===== config.mk =====
export PLATFORM = sky130hd
export DESIGN_NAME = msrv32_alu_arbiter
export DESIGN_NICKNAME = d
export VERILOG_FILES = /design/src/rtl/msrv32_pkg.sv /design/src/rtl/msrv32_rr_arbiter2.sv /design/src/rtl/msrv32_alu_arbiter.sv
export SDC_FILE = /design/constraint.sdc
export NUM_CORES = 1
export LEC_CHECK = 0
export ABC_CLOCK_PERIOD_IN_PS = 9100
export BUFFER_PORTS_ARGS = -buffer_cell sky130_fd_sc_hd__buf_2
export CAP_MARGIN = 25
export CELL_PAD_IN_SITES_DETAIL_PLACEMENT = 1
export CELL_PAD_IN_SITES_GLOBAL_PLACEMENT = 2
export CORE_UTILIZATION = 31
export CTS_BUF_LIST = sky130_fd_sc_hd__clkbuf_8
export DETAILED_ROUTE_END_ITERATION = 7
export PLACE_DENSITY = 0.86
export SYNTH_ARGS = -nofsm -noshare
export SYNTH_HDL_FRONTEND = slang
export SYNTH_SLANG_ARGS = --single-unit

===== constraint.sdc =====
create_clock -name ms_riscv32_mp_clk_in -period 9.1 [get_ports ms_riscv32_mp_clk_in]
set_input_delay 1.365 -clock ms_riscv32_mp_clk_in [delete_from_list [all_inputs] [get_ports ms_riscv32_mp_clk_in]]
set_output_delay 1.365 -clock ms_riscv32_mp_clk_in [all_outputs]
set_load 0.02 [all_outputs]

===== src/rtl/msrv32_pkg.sv =====
// Shared definitions for the msrv32 ALU sharing logic: ALU opcodes and arbiter state encoding.
package msrv32_pkg;

  localparam logic [3:0] ALU_ADD  = 4'b0000;
  localparam logic [3:0] ALU_SUB  = 4'b1000;
  localparam logic [3:0] ALU_SLT  = 4'b0010;
  localparam logic [3:0] ALU_SLTU = 4'b0011;
  localparam logic [3:0] ALU_AND  = 4'b0111;
  localparam logic [3:0] ALU_OR   = 4'b0110;
  localparam logic [3:0] ALU_XOR  = 4'b0100;
  localparam logic [3:0] ALU_SLL  = 4'b0001;
  localparam logic [3:0] ALU_SRL  = 4'b0101;
  localparam logic [3:0] ALU_SRA  = 4'b1101;

  // 2'd3 is unused; the arbiter FSM falls back to IDLE from it
  typedef enum logic [1:0] {
    ST_IDLE = 2'd0,
    ST_EXEC = 2'd1,
    ST_RESP = 2'd2
  } arb_state_e;

endpackage


===== src/rtl/msrv32_rr_arbiter2.sv =====
// Two-input round-robin grant; pri names the requester that wins a tie.
module msrv32_rr_arbiter2 (
  input  logic [1:0] req,
  input  logic       pri,
  input  logic       enable,
  output logic [1:0] gnt
);

  assign gnt[0] = enable & req[0] & (~req[1] | ~pri);
  assign gnt[1] = enable & req[1] & (~req[0] |  pri);

endmodule


===== src/rtl/msrv32_alu_arbiter.sv =====
// Shares one combinational ALU between two requesters, with registered operands
// and a valid/ready result return to the owning requester.
//
//   state | meaning
//   IDLE  | waiting for a request, grant is live
//   EXEC  | ALU evaluating the registered operands
//   RESP  | result held for the owner until it is consumed
module msrv32_alu_arbiter
  import msrv32_pkg::*;
#(
  parameter int WIDTH = 32,
  parameter int OPC_W = 4
) (
  input  logic             ms_riscv32_mp_clk_in,
  input  logic             ms_riscv32_mp_rst_in,
  input  logic             req0_valid_in,
  input  logic [WIDTH-1:0] req0_op_1_in,
  input  logic [WIDTH-1:0] req0_op_2_in,
  input  logic [OPC_W-1:0] req0_opcode_in,
  output logic             req0_ready_out,
  input  logic             req1_valid_in,
  input  logic [WIDTH-1:0] req1_op_1_in,
  input  logic [WIDTH-1:0] req1_op_2_in,
  input  logic [OPC_W-1:0] req1_opcode_in,
  output logic             req1_ready_out,
  output logic             rsp0_valid_out,
  output logic [WIDTH-1:0] rsp0_result_out,
  input  logic             rsp0_ready_in,
  output logic             rsp1_valid_out,
  output logic [WIDTH-1:0] rsp1_result_out,
  input  logic             rsp1_ready_in,
  output logic [WIDTH-1:0] alu_op_1_out,
  output logic [WIDTH-1:0] alu_op_2_out,
  output logic [OPC_W-1:0] alu_opcode_out,
  input  logic [WIDTH-1:0] alu_result_in,
  output logic             busy_out,
  output logic             owner_out
);

  arb_state_e state;
  logic       pri;
  logic [1:0] gnt;
  logic       rsp_done;

  msrv32_rr_arbiter2 u_rr (
    .req    ({req1_valid_in, req0_valid_in}),
    .pri    (pri),
    .enable (state == ST_IDLE),
    .gnt    (gnt)
  );

  assign req0_ready_out = gnt[0];
  assign req1_ready_out = gnt[1];
  assign busy_out       = (state != ST_IDLE);

  // the non-owner's ready is deliberately ignored
  assign rsp_done = owner_out ? (rsp1_valid_out & rsp1_ready_in)
                              : (rsp0_valid_out & rsp0_ready_in);

  always_ff @(posedge ms_riscv32_mp_clk_in or posedge ms_riscv32_mp_rst_in) begin
    if (ms_riscv32_mp_rst_in) begin
      state           <= ST_IDLE;
      pri             <= 1'b0;
      owner_out       <= 1'b0;
      alu_op_1_out    <= '0;
      alu_op_2_out    <= '0;
      alu_opcode_out  <= '0;
      rsp0_valid_out  <= 1'b0;
      rsp1_valid_out  <= 1'b0;
      rsp0_result_out <= '0;
      rsp1_result_out <= '0;
    end else begin
      case (state)
        ST_IDLE: begin
          if (gnt[0]) begin
            alu_op_1_out   <= req0_op_1_in;
            alu_op_2_out   <= req0_op_2_in;
            alu_opcode_out <= req0_opcode_in;
            owner_out      <= 1'b0;
            pri            <= 1'b1;
            state          <= ST_EXEC;
          end else if (gnt[1]) begin
            alu_op_1_out   <= req1_op_1_in;
            alu_op_2_out   <= req1_op_2_in;
            alu_opcode_out <= req1_opcode_in;
            owner_out      <= 1'b1;
            pri            <= 1'b0;
            state          <= ST_EXEC;
          end
        end
        ST_EXEC: begin
          if (owner_out) begin
            rsp1_result_out <= alu_result_in;
            rsp1_valid_out  <= 1'b1;
          end else begin
            rsp0_result_out <= alu_result_in;
            rsp0_valid_out  <= 1'b1;
          end
          state <= ST_RESP;
        end
        ST_RESP: begin
          if (rsp_done) begin
            rsp0_valid_out <= 1'b0;
            rsp1_valid_out <= 1'b0;
            state          <= ST_IDLE;
          end
        end
        default: begin
          rsp0_valid_out <= 1'b0;
          rsp1_valid_out <= 1'b0;
          state          <= ST_IDLE;
        end
      endcase
    end
  end

endmodule

**After elaboration in Yosys (flattened, before gate mapping)**

Cells that the tools add are included.

- Equal/unequal tests: 6
- Multiplexer cells: 20
- Bitwise logic cells: 13
- Reduce and logical (&&, ||, !) cells: 9

Operators with widths:

| operator | count |
|---|---|
| $mux W32 | 4 |
| $mux W1 | 8 |
| $mux W4 | 2 |
| $reduce_and A2 Y1 | 4 |
| $and A1 B1 Y1 | 6 |
| $mux W2 | 3 |
| $ne A2 B2 Y1 const B | 3 |
| $pmux W1 S3 | 2 |
| $pmux W2 S3 | 1 |
| $reduce_and A3 Y1 | 2 |
| $not A1 Y1 | 5 |
| $reduce_bool A2 Y1 | 2 |
| $ne A3 B3 Y1 const B | 1 |
| $eq A2 B1 Y1 const B | 1 |
| $eq A2 B2 Y1 const B | 1 |
| $logic_not A2 Y1 | 1 |
| $or A1 B1 Y1 | 2 |

- Register bits: 138
- Input bits: 174
- Output and inout bits: 138
- Logic and storage cells: 58

**Longest topological paths before layout**

Gate-level depths: netlist of run 1.

- Word-level depth: 6
- Mapped depth: 6
- Depth with buffers taken out: 4

**Modules after synthesis**

A second synthesis of run 1 with hierarchy kept.

- Cells, all modules: 397
- Area, all modules: 5596.6 um^2

Modules (own cells, without submodules):

| module | instances | cells an instance | area each (um^2) | seq. area each (um^2) |
|---|---|---|---|---|
| msrv32_alu_arbiter | 1 | 392 | 5575.3 | 3453.3 |
| msrv32_rr_arbiter2 | 1 | 5 | 21.3 | 0.0 |

**Worst setup path before layout of run 1**

No wires, ideal clock.

- Path kind: input -> output
- From: input req0_valid_in
- To: output req1_ready_out
- Arrival: 2.391 ns
- Required time: 7.735 ns
- Slack: 5.344 ns
- Cell stages on the path: 5
- Buffers on the path: 2
- Path through: clkinv_1 > clkbuf_1 > clkbuf_1 > nor2_1 > nor2_1

- Cells in the longest elaborated chain, start to end: 3

Ends and longest elaborated chain:

| what | RTL line | RTL |
|---|---|---|
| from (decl) | msrv32_alu_arbiter.sv:16 | `input logic req0_valid_in,` |
| $not A1 Y1 | msrv32_rr_arbiter2.sv:10 | `assign gnt[1] = enable & req[1] & (~req[0] \| pri);` |
| $or A1 B1 Y1 | msrv32_rr_arbiter2.sv:10 |  |
| $and A1 B1 Y1 | msrv32_rr_arbiter2.sv:10 |  |
| to (decl) | msrv32_alu_arbiter.sv:25 | `output logic req1_ready_out,` |

No other way between the ends.

**Worst setup path in the final report of run 1**

- From: input req1_valid_in
- To: output req0_ready_out

- Cells in the longest elaborated chain, start to end: 3

Ends and longest elaborated chain:

| what | RTL line | RTL |
|---|---|---|
| from (decl) | msrv32_alu_arbiter.sv:21 | `input logic req1_valid_in,` |
| $not A1 Y1 | msrv32_rr_arbiter2.sv:9 | `assign gnt[0] = enable & req[0] & (~req[1] \| ~pri);` |
| $or A1 B1 Y1 | msrv32_rr_arbiter2.sv:9 |  |
| $and A1 B1 Y1 | msrv32_rr_arbiter2.sv:9 |  |
| to (decl) | msrv32_alu_arbiter.sv:20 | `output logic req0_ready_out,` |

No other way between the ends.

==> summary.md, run 1 <==
| Metric | Value |
|---|---|
| Setup CP Type | primary input to output pin |
| TritonCTS clock tree | yes |
| Final #Nets | 1018 |
| Final Cycle Share | 0.480 |
| Antenna violations before repair | 2 |
| DRT Wirelength | around 22 mm |
| Worst Setup Start Kind | primary input |
| Critical path's top delay family | buffers and inverters |
| Top Ports | approximately 310 |
| Die Y | 146 um |
| # rows | 52 |
| Vias/cell | 5.22 |
| Clock latency on the worst-skew pair | 0.45 ns |
| Final Critical Period | 4.37 ns |
| Max_slew headroom | 0.458 |
| Final setup fails | 0 |
| Distinct cells, synth | 27 |
| Cell Chain, Critical Path | buf_2 -> buf_4 -> nand2_2 -> buf_4 -> and2_1 -> buf_2 |
| Layout Utilization | 0.425 |
| DIE WIDTH | roughly 150 um |
| Initial Utilization | 0.318 |
| Avg Synthesized Cell Area | between 10 and 15 um2 |
| Crit-path max FO | 71 |
| YS warnings | 0 |
| First-pass GRT wire length | 35.1 mm |
| Area leader, netlist | dfrtp_1 |
| F_max | between 200 and 250 MHz |
| Syn_nets | 742 |
| Slew Viols, Final | 0 |
| Outcome | finished clean |
| Die area | 0.0215 mm2 |
| # Max-Cap Violations | 0 |
| Final Wtd Congestion | 0.782 |
| Most frequent cells in the layout | buf_2 (311), dfrtp_1 (137), o21ai_0 (69) |
| Clock buffer count from CTS | 17 |
| Worst hold path type | register to register |
| Cell Pwr Density | 371 mW/mm2 |
| Fill count | 2355 |
| Clock Skew | 0.0170 ns |
| Max incr delay on CP | 0.54 ns |
| GRT Overall Usage | 0.211 |
| Drt drc | 0 |
| DR WL/cell | 19.7 um |
| Clk buf depth | 2 |
| Via count | 5893 |
| Setup Fix Bufs, Post-CTS | 0 |
| CTS hold repair buffers | 0 |
| Overflow after GRT | 0 |
| Largest net degree at the start of global routing | 93 |
| CP max-delay cell | buf_4 |
| Clock slew seen by the registers of the worst setup and hold paths | 0.08 ns |
| Worst VDD drop | between 0.2 and 0.3 mV |
| Post-CTS sizing | 0 |
| H-tree Lvls | 4 |
| Share of cells above drive strength 1 | 0.462 |
| CP endpoint kind | output pin |
| Post-synth top area share | 0.534 |
| I/O Buffers | 311 |
| Arr. time, crit path | about 3 ns |
| Total core area | 0.0204 mm2 |
| Slew @ Worst Pin | 0.813 ns |
| Sequential area share after synthesis | 0.534 |
| Layout area overhead | 33.6% |
| RSZ-0062 raised after global routing | no |
| Number of global-route vias before repair | 6187 |
| Total power | about 3.2 mW |
| Seq cells post-synth | 138 |
| Most common cell after layout, fill and taps aside | buf_2 |
| Leakage Power | between 4 and 5 nW |
| Final hold vios | 0 |
| CP required | 7.74 ns |
| Sink Count | 138 |
| DP Wirelength | ~15 mm |
| Synth area leaders | dfrtp_1 (53%), o2111ai_1 (9.2%), nand3b_1 (7.9%) |
| DRT antenna net count | 0 |
| Buf+Inv Stages, Crit Path | 4 |
| Root buf cell | clkbuf_8 |
| Post-Route Setup TNS | 0 ns |
| Cells after synthesis | 568 |
| Pre-antenna DRT Iters | 6 |
| Mapped Area | 0.00647 mm2 |
| Iter 0 DRT Violations | 230 |
-- sequential cells by signal (all words and copies together), names as in the netlist --
register,count
rsp0_valid_out,1
owner_out,1
rsp1_result_out,32
state,2
rsp1_valid_out,1
pri,1
alu_opcode_out,4
alu_op_1_out,32
rsp0_result_out,32
alu_op_2_out,32
-- worst paths after layout --
kind	from	endpoint	slack [ns]	depth (start not counted)
min	rsp0_result_out[11]	rsp0_result_out[11]	0.48	1
max reg2reg	state[1]	alu_op_2_out[22]	6.81	6
max in group asynchronous	ms_riscv32_mp_rst_in	pri	6.85	3
min in group asynchronous	ms_riscv32_mp_rst_in	alu_op_2_out[14]	1.06	2
max	req1_valid_in	req0_ready_out	4.73	6
min reg2reg	rsp0_result_out[11]	rsp0_result_out[11]	0.48	1
-- per-layer routing --
layer / global-route usage / part of all wire / vias to the layer above
met5: 0 / 0 / -
li1: - / - / 2713
met4: 0.0750 / 0.022 / 0
met3: 0.0619 / 0.076 / 32
met2: 0.340 / 0.47 / 253
met1: 0.268 / 0.43 / 2895
-- layout make-up --
| cell class | instances | area [um2] | share of cell area |
|---|---|---|---|
| Inverter | 4 | 20.0 | 0.00232 |
| Clock inverter | 14 | 186 | 0.0216 |
| Antenna cell | 1 | 2.50 | 0.000289 |
| Timing Repair Buffer | 322 | 1640 | 0.190 |
| Clock buffer | 18 | 248 | 0.0287 |
| Multi-Input combinational cell | 361 | 2760 | 0.319 |
| Sequential cell | 138 | 3450 | 0.400 |
| Tap cell | 270 | 338 | 0.0391 |
-- logic make-up after synthesis --
family / share of synthesized area
buffers and inverters: 0.0435
AO/OA/AOI/OAI: 0.153
AND/OR/NAND/NOR: 0.159
multiplexers: 0.111
flip-flops: 0.534
-- cells in the mapped netlist --
master,n
clkbuf_1,53
o21ai_0,69
buf_2,8
nor2b_1,1
a21o_1,1
nand4b_1,1
a31o_2,2
and2_1,2
clkbuf_2,1
nand3b_1,68
nor2_2,1
buf_4,3
nor3b_2,1
mux2_1,32
a21oi_1,2
clkinv_1,1
inv_1,3
nand3_1,1
o2111ai_1,68
nand2b_1,1
dfrtp_1,138
mux2_2,32
and3_1,68
nand2_1,4
a31oi_1,1
o22ai_1,1
nor2_1,5
-- power breakdown --
part | internal, mW | switching (mW)
Clock | 0.286 | 0.268
Combinational | 0.553 | 1.01
Sequential | 0.923 | 0.172
Total | 1.76 | 1.45
-- through the flow --
| step | area (um2) | hold slack (ns) | instances | setup slack (ns) |
|---|---|---|---|---|
| floorplan | 6470 | 0.555 | 568 | 4.04 |
| global placement | 8210 | 0.464 | 1095 | 4.74 |
| detailed placement | 8210 | 0.471 | 1095 | 4.75 |
| CTS | 8640 | 0.490 | 1127 | 4.74 |
| global route | 8640 | 0.513 | 1127 | 4.64 |
| finish | 8650 | 0.484 | 1128 | 4.73 |
Note: power is estimated with default switching activity, not from simulation.
==> inputs of run 2 (changes only) <==
Settings changed: ABC_CLOCK_PERIOD_IN_PS 9100 to 4190, CORE_UTILIZATION 31 to 28, PLACE_DENSITY 0.86 to 0.78.
Clock period 9.1 ns to 4.19 ns, I/O delays scaled along.
==> summary.md, run 2 (synthesis gave the netlist of run 1 again) <==
| Metric | Value |
|---|---|
| Sink Count | 138 (unchanged) |
| CP endpoint kind | output pin (unchanged) |
| Clock buffer count from CTS | 17 (unchanged) |
| Layout area overhead | 33.9% (was 33.6%) |
| DRT Wirelength | 22.8 mm (was 22.2 mm) |
| First-pass GRT wire length | 35.5 mm (was 35.1 mm) |
| Placed inst area | 0.00826 mm2 (was 0.00821 mm2) |
| Arr. time, crit path | 2.21 ns (was 3.00 ns) |
| Most common cell after layout, fill and taps aside | buf_2 (unchanged) |
| Reg-to-reg endpoint | alu_op_2_out[5] (was alu_op_2_out[22]) |
| Slew @ Worst Pin | 0.809 ns (was 0.813 ns) |
| Overflow after GRT | 0 (unchanged) |
| Root buf cell | clkbuf_8 (unchanged) |
| Clock slew seen by the registers of the worst setup and hold paths | 0.09 ns (was 0.08 ns) |
| Final Critical Period | ~2.8 ns |
| CP required | 3.56 ns (was 7.74 ns) |
| R2r startpoint | state[0] (was state[1]) |
| Iter 0 DRT Violations | 180 (was 230) |
| R2R depth | 5 (was 6) |
| Final non-filler cell area | 0.00866 mm2 (was 0.00865 mm2) |
| Final setup fails | 0 (unchanged) |
| Drt drc | 0 (unchanged) |
| Clk buf depth | 2 (unchanged) |
| Final Wtd Congestion | 0.722 (was 0.782) |
| Via count | 5880 (was 5893) |
| DP Wirelength | 15.5 mm (was 15.2 mm) |
| Top Ports | 312 (unchanged) |
| Crit-path max FO | 27 (was 71) |
| Initial Utilization | 0.286 (was 0.318) |
| Post-Route Setup TNS | 0 ns (unchanged) |
| Int Pwr | 3.66 mW (was 1.76 mW) |
| Total core area | 0.0226 mm2 (was 0.0204 mm2) |
| Sequential Power Share | 0.350 (was 0.341) |
| Number of global-route vias before repair | 6147 (was 6187) |
| Share of cells above drive strength 1 | 0.465 (was 0.462) |
| Setup CP Type | register to output pin (was primary input to output pin) |
| Die Y | 154 um (was 146 um) |
| TritonCTS clock tree | yes (unchanged) |
| DRT antenna net count | 0 (unchanged) |
| Max_slew headroom | 0.461 (was 0.458) |
| Cell Pwr Density | 788 mW/mm2 (was 371 mW/mm2) |
| F_max | around 350 MHz |
| Sw Share | 0.465 (was 0.451) |
| Leakage Power | 4.28 nW (was 4.29 nW) |
| Part of the power in the clock network | 0.156 (was 0.173) |
| Worst VDD drop | 0.213 mV (was 0.299 mV) |
| Pre-antenna DRT Iters | 4 (was 6) |
| Post-CTS sizing | 0 (unchanged) |
| Final Cycle Share | 0.677 |
| DR WL/cell | 19.8 um (was 19.7 um) |
| RSZ-0062 raised after global routing | no (unchanged) |
| Combinational group share of total power | 0.494 (was 0.486) |
| # rows | 55 (was 52) |
| Antenna violations before repair | 2 (unchanged) |
| Clock latency on the worst-skew pair | 0.44 ns (was 0.45 ns) |
| R2R setup slack | 1.82 ns (was 6.81 ns) |
| Worst Setup Start Kind | register (was primary input) |
| Setup Fix Bufs, Post-CTS | 0 (unchanged) |
| Clock Skew | 0.0103 ns (was 0.0170 ns) |
| Die area | 0.0237 mm2 (was 0.0215 mm2) |
| Switching Power | 3.17 mW (was 1.45 mW) |
| I/O Buffers | 311 (unchanged) |
| H-tree Lvls | 4 (unchanged) |
| Final #Nets | 1022 (was 1018) |
| Outcome | finished clean (unchanged) |
| Most frequent cells in the layout | buf_2 (311), dfrtp_1 (137), o21ai_0 (69) (unchanged) |
| # Max-Cap Violations | 0 (unchanged) |
| Worst hold path type | primary input to async pin (was register to register) |
| Largest net degree at the start of global routing | 70 (was 93) |
| GRT Overall Usage | 0.194 (was 0.211) |
| DIE WIDTH | 154 um (was 146 um) |
| Final hold vios | 0 (unchanged) |
| CTS hold repair buffers | 0 (unchanged) |
| Slew Viols, Final | 0 (unchanged) |
| Vias/cell | 5.12 (was 5.22) |
==> run 2: layout make-up <==
type | instances | area, um2
Sequential cell | 138 | 3450
Fill cell | 2645 | 14000
Timing Repair Buffer | 326 | 1690
Tap cell | 285 | 357
Inverter | 4 | 18.8
Multi-Input combinational cell | 361 | 2760
Clock buffer | 18 | 248
Antenna cell | 2 | 5.00
Clock inverter | 14 | 130
==> run 2: layer usage <==
| metal | routed length (um) | vias up | track usage |
|---|---|---|---|
| met5 | 0 | - | 0 |
| met4 | 361 | 0 | 0.0695 |
| met3 | 1510 | 18 | 0.0465 |
| met2 | 10600 | 234 | 0.309 |
| met1 | 10300 | 2906 | 0.256 |
| li1 | - | 2722 | - |
==> run 2: worst max path at each step <==
| stage | from | end | slack (ns) |
|---|---|---|---|
| 5_1_grt | state[1] | busy_out | 1.19 |
| 3_5_place_dp | req1_valid_in | req1_ready_out | 1.67 |
| 3_3_place_gp | req1_valid_in | req1_ready_out | 1.70 |
| 4_1_cts | state[0] | busy_out | 1.31 |
| 2_1_floorplan | ms_riscv32_mp_rst_in | alu_op_1_out[0] | 1.84 |
| 6_report | state[0] | busy_out | 1.35 |
==> run 2: per-stage QoR <==
stage	hold slack [ns]	util	total power, mW	instances	setup WS (ns)
after floorplan	0.555	-	4.54	568	1.84
after global placement	0.462	0.365	5.77	1113	1.70
after detailed placement	0.469	0.365	5.84	1113	1.67
after CTS	0.378	0.382	6.93	1145	1.31
after global routing	0.0153	0.383	7.31	1147	1.19
final	0.0484	0.383	6.83	1148	1.35
==> run 2: power by group through the flow <==
stage	Sequential [mW]	Clock, mW	Combinational (mW)
finish	2.39	1.07	3.38
global route	2.47	1.17	3.67
CTS	2.39	1.12	3.42
detailed placement	2.42	0	3.42
global placement	2.39	0	3.38
floorplan	3.14	0	1.40
==> run 2: critical path, stage by stage (launching register included) <==
cell     delay [ns]
dfrtp_1        0.50
nor2_4         0.58
inv_2          0.40
buf_2          0.29
